[src/rtl/sram_port_arbiter.sv]
// ---------------------------------------------------------------------------
// sram_port_arbiter
//
// Shares the single synchronous SRAM port between the instruction-fetch
// requester (I, read-only) and the data load/store requester (D). The SRAM
// returns read data one cycle after it is enabled, so every read grant is
// followed by exactly one response cycle routed back to whoever was granted.
//
// D normally wins when both ask. A starvation counter tracks how many
// consecutive cycles I has been denied by D; once it reaches STARVE_MAX, I is
// granted instead.
//
// Parameters
//   STARVE_MAX  consecutive D-over-I wins allowed before I is forced (>= 1)
//
// Ports
//   clk, rst                        clock, synchronous active-high reset
//   i_req, i_addr                   instruction read request and address
//   i_gnt, i_rvalid, i_rdata        instruction grant and read response
//   d_req, d_wen, d_addr, d_wdata   data request (d_wen == 0 means read)
//   d_gnt, d_rvalid, d_rdata        data grant and read response
//   sram_en, sram_wen, sram_addr,
//   sram_wdata                      SRAM command port
//   sram_rdata                      SRAM read data (one cycle after a read)
// ---------------------------------------------------------------------------
module sram_port_arbiter #(
   parameter int STARVE_MAX = 4
) (
   input  logic        clk,
   input  logic        rst,

   input  logic        i_req,
   input  logic [31:0] i_addr,
   output logic        i_gnt,
   output logic        i_rvalid,
   output logic [31:0] i_rdata,

   input  logic        d_req,
   input  logic [3:0]  d_wen,
   input  logic [31:0] d_addr,
   input  logic [31:0] d_wdata,
   output logic        d_gnt,
   output logic        d_rvalid,
   output logic [31:0] d_rdata,

   output logic        sram_en,
   output logic [3:0]  sram_wen,
   output logic [31:0] sram_addr,
   output logic [31:0] sram_wdata,
   input  logic [31:0] sram_rdata
);

   localparam int CNT_W = $clog2(STARVE_MAX + 1);

   typedef enum logic [1:0] {
      RESP_NONE,
      RESP_INST,
      RESP_DATA
   } respOwner_t;

   logic [CNT_W-1:0] r_starveCnt;
   respOwner_t       r_respOwner;
   respOwner_t       w_respOwnerNext;
   logic             w_iGnt;
   logic             w_dGnt;
   logic             w_starveHit;

   assign w_starveHit = (r_starveCnt == CNT_W'(STARVE_MAX));

   // Arbitration: D has fixed priority unless I has been starved for
   // STARVE_MAX cycles in a row. Nothing is granted while reset is held.
   always_comb begin
      w_iGnt = 1'b0;
      w_dGnt = 1'b0;
      if (!rst) begin
         if (i_req && d_req) begin
            w_iGnt = w_starveHit;
            w_dGnt = !w_starveHit;
         end else begin
            w_iGnt = i_req;
            w_dGnt = d_req;
         end
      end
   end

   // Port mux: the granted requester drives the SRAM command; with no grant
   // every command field is held at zero so the bus is quiet.
   always_comb begin
      i_gnt      = w_iGnt;
      d_gnt      = w_dGnt;
      sram_en    = w_iGnt | w_dGnt;
      sram_wen   = 4'b0000;
      sram_addr  = 32'h0000_0000;
      sram_wdata = 32'h0000_0000;
      if (w_iGnt) begin
         sram_addr = i_addr;
      end else if (w_dGnt) begin
         sram_addr  = d_addr;
         sram_wen   = d_wen;
         sram_wdata = d_wdata;
      end
   end

   // Starvation counter: counts consecutive cycles in which a waiting I
   // request lost to D, saturating at STARVE_MAX. Any I grant, or I going
   // idle, restarts the count.
   always_ff @(posedge clk) begin
      if (rst) begin
         r_starveCnt <= '0;
      end else if (w_iGnt || !i_req) begin
         r_starveCnt <= '0;
      end else if (w_dGnt && !w_starveHit) begin
         r_starveCnt <= r_starveCnt + CNT_W'(1);
      end
   end

   // Response owner register: remembers who owns the SRAM read data that
   // arrives in the following cycle.
   always_ff @(posedge clk) begin
      if (rst) begin
         r_respOwner <= RESP_NONE;
      end else begin
         r_respOwner <= w_respOwnerNext;
      end
   end

   // Next owner is decided fresh every cycle so back-to-back reads pipeline
   // without a bubble. Writes never own a response. The valids are also
   // masked by rst so a response pending when reset arrives is dropped in
   // the reset cycle itself rather than leaking out for one cycle.
   always_comb begin
      w_respOwnerNext = RESP_NONE;
      i_rvalid        = 1'b0;
      d_rvalid        = 1'b0;
      i_rdata         = 32'h0000_0000;
      d_rdata         = 32'h0000_0000;

      if (w_iGnt) begin
         w_respOwnerNext = RESP_INST;
      end else if (w_dGnt && (d_wen == 4'b0000)) begin
         w_respOwnerNext = RESP_DATA;
      end

      case (r_respOwner)
         RESP_INST: begin
            i_rvalid = !rst;
         end
         RESP_DATA: begin
            d_rvalid = !rst;
         end
         default: begin
         end
      endcase

      if (i_rvalid) begin
         i_rdata = sram_rdata;
      end
      if (d_rvalid) begin
         d_rdata = sram_rdata;
      end
   end

endmodule

[config.mk]
export PLATFORM = sky130hd
export DESIGN_NAME = sram_port_arbiter
export DESIGN_NICKNAME = d
export VERILOG_FILES = /design/src/rtl/sram_port_arbiter.sv
export SDC_FILE = /design/constraint.sdc
export NUM_CORES = 1
export LEC_CHECK = 0
export CELL_PAD_IN_SITES_DETAIL_PLACEMENT = 2
export CELL_PAD_IN_SITES_GLOBAL_PLACEMENT = 2
export CORE_ASPECT_RATIO = 0.9
export CORE_UTILIZATION = 10
export DETAILED_ROUTE_END_ITERATION = 8
export PLACE_DENSITY = 0.95
export SLEW_MARGIN = 10
export SYNTH_ARGS = -nofsm -noshare
export SYNTH_HDL_FRONTEND = slang
export SYNTH_SLANG_ARGS = --single-unit
[constraint.sdc]
create_clock -name clk -period 2.8 [get_ports clk]
set_input_delay 0.84 -clock clk [delete_from_list [all_inputs] [get_ports clk]]
set_output_delay 0.84 -clock clk [all_outputs]
set_load 0.03 [all_outputs]
==> load_flow_metrics.sql <==
INSERT INTO impl_metrics (metric_group, metric, value, unit) VALUES
('layout', 'antennaDiodeCount', '0', ''),
('timing', 'final_period_util', '109', '%'),
('synth', 'synth-seq-area-share', '8.13', '%'),
('setup_path', 'critPathRequiredTime', '1.96', 'ns'),
('power', 'power_density', '200', 'nW/um^2'),
('setup_path', 'critical_path.endpoint_type', 'output pin', ''),
('cts', 'h_tree_lvls', '1', ''),
('global_route', 'via_count_of_the_first_global_routing_pass', '2911', ''),
('timing', 'post-route-worst-setup-slack', '-0.259', 'ns'),
('place', 'place.detailed.hpwl', '8160', 'um'),
('cts', 'clockBufferDepth', '2', ''),
('setup_path', 'critical_path.startpoint_type', 'primary input', ''),
('outcome', 'outcome', 'complete, but fails checks', ''),
('synth', 'synth_cell_type_count', '19', ''),
('job', 'drv.max_cap_violation_count', '0', ''),
('layout', 'layout_common_cells', 'sky130_fd_sc_hd__clkdlybuf4s50_1 (132), sky130_fd_sc_hd__buf_6 (90), sky130_fd_sc_hd__buf_4 (61), sky130_fd_sc_hd__and2_1 (58), sky130_fd_sc_hd__and2_4 (43)', ''),
('cts', 'clock_latency', '0.23', 'ns'),
('detailed_routing', 'finalWirelength', '13600', 'um'),
('floorplanning', 'initial_core_util', '10.2', '%'),
('cts', 'tritoncts', 'yes', ''),
('layout', 'finalNetCount', '621', ''),
('timing', 'worstMarginPinSlew', '0.331', 'ns'),
('timing', 'unrepaired_setup_endpoints_after_global_routing', 'true', ''),
('power', 'design_power', '1020', 'uW'),
('synth', 'synth-warning-count', '0', ''),
('timing', 'final.min_clock_period', '3.06', 'ns'),
('floorplanning', 'chipWidth', '119', 'um'),
('floorplanning', 'die_area', '12800', 'sq um'),
('detailed_routing', 'drc', '0', ''),
('cts', 'clkSlewWorstSetupHoldPaths', '0.03', 'ns'),
('synth', 'postSynthCellCount', '177', ''),
('power', 'power.ir.vdd_worst', '0.129', 'mV'),
('layout', 'area_delta_synth_final', '315', '%'),
('synth', 'yosys_register_bits', '5', ''),
('place', 'placed_cell_area', '3900', 'sq um'),
('floorplanning', 'coreArea', '12000', 'sq um'),
('detailed_routing', 'detailroute.via_count', '2647', ''),
('detailed_routing', 'drt-wirelength-per-cell', '21.2', 'um'),
('timing', 'timing.final.setup_violations', '82', ''),
('floorplanning', 'chipHeight', '107', 'um'),
('timing', 'timing.final.hold_violations', '0', ''),
('global_route', 'grt_pass1_wl', '18300', 'um'),
('timing', 'clock.fmax', '327', 'MHz'),
('place', 'io_buffer_count', '272', ''),
('synth', 'synthesis.area', '1230', 'sq um'),
('layout', 'finish.utilization', '42.5', '%'),
('cts', 'master_cell_of_the_clock_root_buffer', 'sky130_fd_sc_hd__clkbuf_16', ''),
('power', 'total_leakage_power', '0.00235', 'uW'),
('detailed_routing', 'avgViaCountPerCell', '4.12', ''),
('timing', 'slew_headroom', '77.7', '%'),
('layout', 'layout_commonest_cell', 'sky130_fd_sc_hd__clkdlybuf4s50_1', ''),
('timing', 'final.setup.tns', '-8.63', 'ns'),
('setup_path', 'critical_path_peak_fanout', '8', ''),
('timing', 'report.final.slew_viol_count', '0', ''),
('cts', 'postCtsHoldBufs', '0', ''),
('cts', 'numCtsBuffers', '3', ''),
('global_route', 'pin_count_of_the_biggest_net_entering_global_routing', '34', ''),
('detailed_routing', 'detailedRoute.firstIterationViolations', '68', ''),
('worst_hold_path', 'worst_hold_path_type', 'register to register', ''),
('layout', 'drive_gt1_share', '49.8', '%'),
('place', 'gpl.final_weighted_congestion', '0.884', ''),
('setup_path', 'critical_path_class', 'primary input to output pin', ''),
('detailed_routing', 'drt_first_pass_iters', '4', ''),
('place', 'place_ws', '-0.487', 'ns'),
('timing', 'finClkSkew', '0.000695', 'ns'),
('setup_path', 'timing.critical_path.arrival', '2.22', 'ns'),
('detailed_routing', 'detail-route-antenna-nets', '0', ''),
('outcome', 'violations', 'setup timing', ''),
('synth', 'mappedNetlistNets', '315', ''),
('floorplanning', 'number_of_rows_created_at_floorplan', '38', ''),
('layout', 'post_route_standard_cell_area_excluding_fillers', '5110', 'sq um'),
('floorplanning', 'boundaryPins', '273', ''),
('global_route', 'grt_antenna_before_repair', '0', ''),
('cts', 'cts_sinks', '5', ''),
('global_route', 'overflow', '0', ''),
('global_route', 'global_route.usage.total', '19.1', '%'),
('synth', 'synthesis.area_per_instance', '6.96', 'sq um');
## worst paths after layout
path,to,slack (ns),startpoint,depth (start not counted)
worst max-delay path,sram_addr[10],-0.26,i_req,10
worst min-delay path,r_starveCnt[0],0.49,r_starveCnt[0],1
worst max register to register,r_respOwner[1],1.08,r_starveCnt[0],8
worst min register to register,r_starveCnt[0],0.49,r_starveCnt[0],1
## logic make-up (layout without fill, tap and decap cells)
kind of cell / Yosys count / in the layout / synth area share (%)
multiplexers: 1 / 1 / 0.813
flip-flops: 5 / 5 / 8.13
AND/OR/NAND/NOR: 114 / 114 / 56.4
AO/OA/AOI/OAI: 35 / 35 / 25.5
buffers and inverters: 20 / 325 / 7.11
adder cells (fa/ha/maj): 2 / 2 / 2.03
## layout make-up
cell class / instances / area (sq um)
inverters: 4 / 15.0
well taps: 160 / 200
flip-flops and latches: 5 / 100
clock buffers: 4 / 78.8
multi-input cells: 152 / 1230
repair buffers: 317 / 3490
fillers: 1282 / 6920
## routing by layer
metal	wire [um]	GRT usage (%)
met5	0	0
met4	270	4.16
met3	725	3.39
met2	7500	38.8
met1	5110	20.2
## per-stage QoR
stage / std cells / hold WS (ns)
2_1_floorplan: 177 / 0.417
3_3_place_gp: 600 / 0.427
3_5_place_dp: 600 / 0.471
4_1_cts: 635 / 0.505
5_1_grt: 642 / 0.513
6_report: 642 / 0.490
## synthesized netlist by cell type
library cell / n / area, sq um
sky130_fd_sc_hd__nor3b_1: 2 / 15.0
sky130_fd_sc_hd__a21boi_0: 1 / 7.51
sky130_fd_sc_hd__buf_4: 1 / 7.51
sky130_fd_sc_hd__nor2b_1: 1 / 6.26
sky130_fd_sc_hd__ha_1: 2 / 25.0
sky130_fd_sc_hd__nand2_1: 2 / 7.51
sky130_fd_sc_hd__clkbuf_1: 8 / 30.0
sky130_fd_sc_hd__nor2_1: 6 / 22.5
sky130_fd_sc_hd__a22o_1: 32 / 280
sky130_fd_sc_hd__mux2i_1: 1 / 10.0
sky130_fd_sc_hd__dfxtp_1: 5 / 100
sky130_fd_sc_hd__inv_1: 4 / 15.0
sky130_fd_sc_hd__clkbuf_2: 1 / 5.00
sky130_fd_sc_hd__a311oi_2: 1 / 15.0
sky130_fd_sc_hd__nor4_1: 1 / 6.26
sky130_fd_sc_hd__nand3_1: 1 / 5.00
sky130_fd_sc_hd__and2_1: 101 / 632
sky130_fd_sc_hd__buf_2: 6 / 30.0
sky130_fd_sc_hd__a21boi_2: 1 / 11.3
## power breakdown
group          internal (uW)  leakage (uW)  switching, uW
logic                    415       0.00227            297
registers               73.2     0.0000406           1.49
clock network            189     0.0000382           47.7
total                    677       0.00235            346
## sequential cells by signal, indices dropped and copies added (netlist names)
| register | flops |
|---|---|
| r_starveCnt | 3 |
| r_respOwner | 2 |
## worst max-delay path, cell delays in order
cell and delay (ns):
sky130_fd_sc_hd__buf_6 0.10, sky130_fd_sc_hd__buf_6 0.11, sky130_fd_sc_hd__a311oi_4 0.29, sky130_fd_sc_hd__buf_6 0.15
sky130_fd_sc_hd__buf_6 0.11, sky130_fd_sc_hd__buf_12 0.10, sky130_fd_sc_hd__buf_12 0.11, sky130_fd_sc_hd__buf_16 0.12
sky130_fd_sc_hd__a22o_1 0.14, sky130_fd_sc_hd__buf_6 0.13
## timing repair
action / 4_1_cts / 5_1_grt
setup buffers: 18 / 10
endpoints found under the setup margin: 136 / 77
gates resized for setup: 134 / 38
pin swaps: 43 / 23
hold endpoints to repair: 0 / 0
cloned: 13 / 5
No activity file was read; power rests on OpenSTA's default activity.
